[src/rtl/lcd_sequencer.sv]
// Byte sequencer for an HD44780-style LCD controller: plays the fixed startup list,
// then drains a command/character FIFO one byte at a time with a settle wait after clear/home.
module lcd_sequencer #(
    parameter int FIFO_DEPTH   = 16,
    parameter int LONG_WAIT_NS = 1640000
) (
    input  logic       clk,
    input  logic       rst,
    input  logic [7:0] period_clk_ns,
    input  logic       wr_en,
    input  logic       wr_is_cmd,
    input  logic [7:0] wr_data,
    output logic       fifo_full,
    output logic [6:0] fifo_count,
    output logic       busy,
    output logic       init_done,
    output logic       lcd_rs_out,
    output logic [7:0] lcd_data_out,
    output logic       lcd_strobe_out,
    input  logic       lcd_done_in
);

    localparam int AW = $clog2(FIFO_DEPTH);

    typedef enum logic [2:0] {
        S_INIT_LOAD, S_ISSUE, S_WAIT_DONE, S_LONG_WAIT, S_IDLE, S_POP
    } state_t;

    state_t        state, state_nxt, after_byte;
    logic [1:0]    init_idx;
    logic          init_done_q;
    logic          strobe_q;
    logic          rs_q;
    logic [7:0]    data_q;
    logic [23:0]   wait_cnt, wait_sum;
    logic [8:0]    fifo_mem [FIFO_DEPTH];
    logic [8:0]    fifo_head;
    logic [AW-1:0] wr_ptr, rd_ptr;
    logic [6:0]    count;
    logic [7:0]    init_byte;
    logic          push, pop, long_cmd, wait_hit, byte_done;

    always_comb begin
        case (init_idx)
            2'd0:    init_byte = 8'h28;
            2'd1:    init_byte = 8'h06;
            2'd2:    init_byte = 8'h0C;
            default: init_byte = 8'h01;
        endcase
    end

    assign push      = wr_en && (count < 7'(FIFO_DEPTH));
    assign pop       = (state == S_POP);
    assign fifo_head = fifo_mem[rd_ptr];
    // Clear (0x01) and home (0x02/0x03) need the long settle before the next byte.
    assign long_cmd  = !rs_q && (data_q inside {8'h01, 8'h02, 8'h03});
    assign wait_sum  = wait_cnt + {16'd0, period_clk_ns};
    assign wait_hit  = (wait_sum >= 24'(LONG_WAIT_NS));
    assign byte_done = (state == S_WAIT_DONE && lcd_done_in && !long_cmd) ||
                       (state == S_LONG_WAIT && wait_hit);
    assign after_byte = (!init_done_q && init_idx != 2'd3) ? S_INIT_LOAD : S_IDLE;

    // NOTE: sequential state uses non-blocking (<=) so every register samples pre-edge values.
    always_ff @(posedge clk or negedge rst) begin
        if (!rst) state <= S_INIT_LOAD;
        else      state <= state_nxt;
    end

    // NOTE: every always_comb output gets a default first so no path infers a latch.
    always_comb begin
        state_nxt = state;
        case (state)
            S_INIT_LOAD: state_nxt = S_ISSUE;
            S_ISSUE:     state_nxt = S_WAIT_DONE;
            S_WAIT_DONE: if (lcd_done_in) state_nxt = long_cmd ? S_LONG_WAIT : after_byte;
            S_LONG_WAIT: if (wait_hit) state_nxt = after_byte;
            S_IDLE:      if (count != 7'd0) state_nxt = S_POP;
            S_POP:       state_nxt = S_ISSUE;
            default:     state_nxt = S_INIT_LOAD;
        endcase
    end

    always_ff @(posedge clk or negedge rst) begin
        if (!rst) begin
            init_idx    <= 2'd0;
            init_done_q <= 1'b0;
            strobe_q    <= 1'b0;
            rs_q        <= 1'b0;
            data_q      <= 8'h00;
            wait_cnt    <= 24'd0;
            wr_ptr      <= '0;
            rd_ptr      <= '0;
            count       <= 7'd0;
        end else begin
            case (state)
                S_INIT_LOAD: begin
                    rs_q   <= 1'b0;
                    data_q <= init_byte;
                end
                S_ISSUE:     strobe_q <= 1'b1;
                S_WAIT_DONE: if (lcd_done_in) strobe_q <= 1'b0;
                S_LONG_WAIT: wait_cnt <= wait_hit ? 24'd0 : wait_sum;
                S_POP: begin
                    rs_q   <= ~fifo_head[8];
                    data_q <= fifo_head[7:0];
                end
                default: ;
            endcase

            if (byte_done && !init_done_q) begin
                if (init_idx == 2'd3) init_done_q <= 1'b1;
                else                  init_idx    <= init_idx + 2'd1;
            end

            if (push) wr_ptr <= wr_ptr + AW'(1);
            if (pop)  rd_ptr <= rd_ptr + AW'(1);
            case ({push, pop})
                2'b10:   count <= count + 7'd1;
                2'b01:   count <= count - 7'd1;
                default: ;
            endcase
        end
    end

    // NOTE: FIFO storage is not reset; the pointers and count alone define valid contents.
    always_ff @(posedge clk) begin
        if (push) fifo_mem[wr_ptr] <= {wr_is_cmd, wr_data};
    end

    always_comb begin
        lcd_strobe_out = strobe_q & ~lcd_done_in;
        busy           = (state != S_IDLE) || (count != 7'd0);
        fifo_full      = (count == 7'(FIFO_DEPTH));
        fifo_count     = count;
        init_done      = init_done_q;
        lcd_rs_out     = rs_q;
        lcd_data_out   = data_q;
    end

endmodule

[config.mk]
export PLATFORM = sky130hd
export DESIGN_NAME = lcd_sequencer
export DESIGN_NICKNAME = d
export VERILOG_FILES = /design/src/rtl/lcd_sequencer.sv
export SDC_FILE = /design/constraint.sdc
export NUM_CORES = 1
export LEC_CHECK = 0
export CORE_UTILIZATION = 61
export CTS_BUF_LIST = sky130_fd_sc_hd__clkbuf_4
export DETAILED_ROUTE_END_ITERATION = 8
export PLACE_DENSITY = 0.8
export SYNTH_ARGS = -nofsm -noshare
export SYNTH_HDL_FRONTEND = slang
export SYNTH_SLANG_ARGS = --single-unit
export TNS_END_PERCENT = 20
[constraint.sdc]
create_clock -name clk -period 4.06 [get_ports clk]
set_clock_uncertainty 0.15 [all_clocks]
set_input_delay 0.406 -clock clk [delete_from_list [all_inputs] [get_ports clk]]
set_output_delay 0.406 -clock clk [all_outputs]
set_load 0.01 [all_outputs]
==> results.yml <==
clocking:
  cts_buffers: 17
  clock_latency_ns: 0.58
  clockBufferDepth: 2
  cts_tree: "yes"
  cts_setup_buffers: 0
  postCtsHoldBufs: 1
  cts-resized-gates: 0
  h-tree-depth: 4
  root_buffer: "clkbuf_4"
  path_clk_slew_ns: 0.16
  clock_sinks: 199
synthesis:
  synth_area_leaders: "edfxtp_1 (47%), dfrtp_1 (15%), mux4_2 (11%)"
  yosysTopAreaCell: "edfxtp_1"
  synth_area_mm2: 0.00921
  synth-xor-area-share_pct: 2.47
  netlist_instances: 628
  synth_nets: 674
  synthDominantCellAreaShare_pct: 47.0
  yosysSeqAreaShare_pct: 61.9
  async_flop_share_pct: 27.6
  synth_top_family_by_area: "multiplexers"
  synth_edf_count: 144
  synthFlopType: "edfxtp_1"
  synth-compound-area-share_pct: 10.2
  yosys-top-cells-count: "edfxtp_1 (144), dfrtp_1 (55), mux4_2 (45)"
  synthAdderAreaFrac_pct: 3.56
  yosys.area_share.simple_pct: 8.15
  synth.area.mux_share_pct: 11.3
  avgSynthCellArea_um2: 14.7
  synth_warnings: 0
  yosysUniqueCellTypes: 64
  yosys.cell_count.top_type: "edfxtp_1"
  synth-seq-cells: 199
hold_path:
  min_path_type: "in2async"
die:
  boundaryPins: 41
  die_y_um: 125
  fp.coreArea_mm2: 0.0146
  die_x_um: 125
  rows: 44
  dieArea_mm2: 0.0156
  start_util_pct: 62.9
drt:
  routed_via_density: 6.35
  firstDrtPassIters: 7
  antenna_left: 0
  wirelength_mm: 19.2
  drt-wirelength-per-cell_um: 21.7
  vias: 5634
  first_iter_violations: 451
  drc: 12
sta:
  tightest_slew_ns: 0.984
  slew_headroom_pct: 34.2
  finalHoldViolCount: 0
  clock.fmax_ghz: 0.266
  rsz0062_at_grt: "no"
  finalCritPeriodShare_pct: 92.6
  finalSetupViolCount: 0
  setup_tns_ns: 0
  slew_violations: 0
  fin_crit_ns: 3.76
pwr:
  p_per_area_mw_per_mm2: 633
  power_mw: 6.53
  peakVddDrop_mv: 0.480
  leakagePower_nw: 3.69
critical_path:
  path_class: "reg2reg"
  r2r_end: "state[1]"
  r2r_start: "wait_cnt[0]"
  end_kind: "register"
  critical_path_arrival_ns: 4.10
  cp_max_fo: 10
  start_kind: "register"
  rr_worst_depth: 11
  startpoint: "wait_cnt[0]"
  r2r_slack_ns: 0.30
  cp.required_ns: 4.40
layout:
  final_nets: 736
  post-route-util_pct: 70.4
  fillers: 958
  antenna_cells: 0
  syn_to_final_growth_pct: 12.1
  drive_above_1_share_pct: 18.9
global_route:
  grt_pass1_wl_mm: 31.0
  met1_usage_pct: 34.5
  antenna_found_initial: 0
  overflow: 0
  grt_pass1_vias: 5699
  met2_usage_pct: 44.8
  use_met3_pct: 5.54
  grt_usage_pct: 26.4
  top_usage_layer: "met2"
  grt_max_degree: 56
place:
  gp_congestion: 0.936
  hpwl_mm: 13.8
  io_buffers: 40
run_status:
  status: "finished, violations left"
  violations: "DRC"
run:
  drv_cap: 0
## placed cells by master (no fill, tap or decap), drive strengths merged, types with 7 or more instances in the layout
master | Yosys | final
a21o | 11 | 11
a21oi | 30 | 30
buf | 12 | 34
clkbuf | 19 | 18
clkdlybuf4s50 | 0 | 39
clkinv | 0 | 7
dfrtp | 55 | 55
edfxtp | 144 | 144
ha | 23 | 23
inv | 22 | 28
mux4 | 45 | 45
nand2 | 43 | 43
nor2 | 28 | 28
nor2b | 12 | 12
nor3 | 15 | 15
nor4 | 8 | 8
o21ai | 29 | 29
o22ai | 14 | 14
o31ai | 7 | 7
xnor2 | 16 | 16
xor2 | 10 | 10
## power breakdown
part           internal, mW  total, mW  switching [mW]
Combinational          1.24       2.58            1.34
Sequential             2.47       2.83           0.360
Clock                 0.362       1.11           0.747
## routing by layer
metal  wire (um)  share of wire (%)  vias to the layer above
li1            -                  -                     2564
met1        7880                 41                     2848
met2        9800                 51                      199
met3        1220                6.3                       23
met4         312                1.6                        0
met5           0                  0                        -
## worst max-delay path by stage
stage          slack (ns)  cells after the start     endpoint
6_report             0.30                     11     state[1]
5_1_grt              0.15                     12     state[2]
4_1_cts              0.34                     11     state[1]
3_5_place_dp        -0.08                     12     state[1]
3_3_place_gp         0.03                     12     state[1]
2_1_floorplan        0.65                     11  init_idx[1]
## layout make-up
class,instances,area [um^2],area share [%]
Clock buffer,18,135,1.31
Multi-Input combinational cell,376,3300,32.0
Tap cell,184,230,2.23
Clock inverter,14,199,1.93
Sequential cell,199,5700,55.3
Inverter,22,82.6,0.800
Timing Repair Buffer,74,666,6.45
## sequential cells by signal, summed over array words and instances (netlist names)
register      cells
state             3
wr_ptr            4
wait_cnt         24
fifo_count        7
rd_ptr            4
init_idx          2
lcd_rs_out        1
lcd_data_out      8
fifo_mem        144
strobe_q          1
init_done         1
## worst max-delay path, stage by stage, from the launching register on
cell,delay (ns)
dfrtp_1,0.43
ha_1,0.23
fa_1,0.40
a211oi_1,0.33
o21a_1,0.26
a2111oi_4,0.11
nor4b_1,0.38
nor2_1,0.10
or4_4,0.58
a21o_1,0.25
buf_4,0.21
a311oi_2,0.26
## through the flow
| stage | worst slack, ns | hold WS (ns) | std cells | instance area [um^2] |
|---|---|---|---|---|
| detailed placement | -0.0782 | 0.338 | 854 | 9970 |
| global placement | 0.0252 | 0.323 | 854 | 9970 |
| global route | 0.154 | 0.366 | 887 | 10300 |
| CTS | 0.344 | 0.310 | 887 | 10300 |
| floorplan | 0.655 | -0.0396 | 628 | 9210 |
| finish | 0.302 | 0.331 | 887 | 10300 |
## cell families (layout without fill, tap and decap cells)
family,Yosys count,count (layout)
DFF,199,199
and+or+nand+nor,144,144
AOI/OAI and AO/OA,134,134
buffers and inverters,53,128
muxes,47,47
xor gates and xnor gates,26,26
adders and majority gates,25,25
No activity file was read; power rests on OpenSTA's default activity.
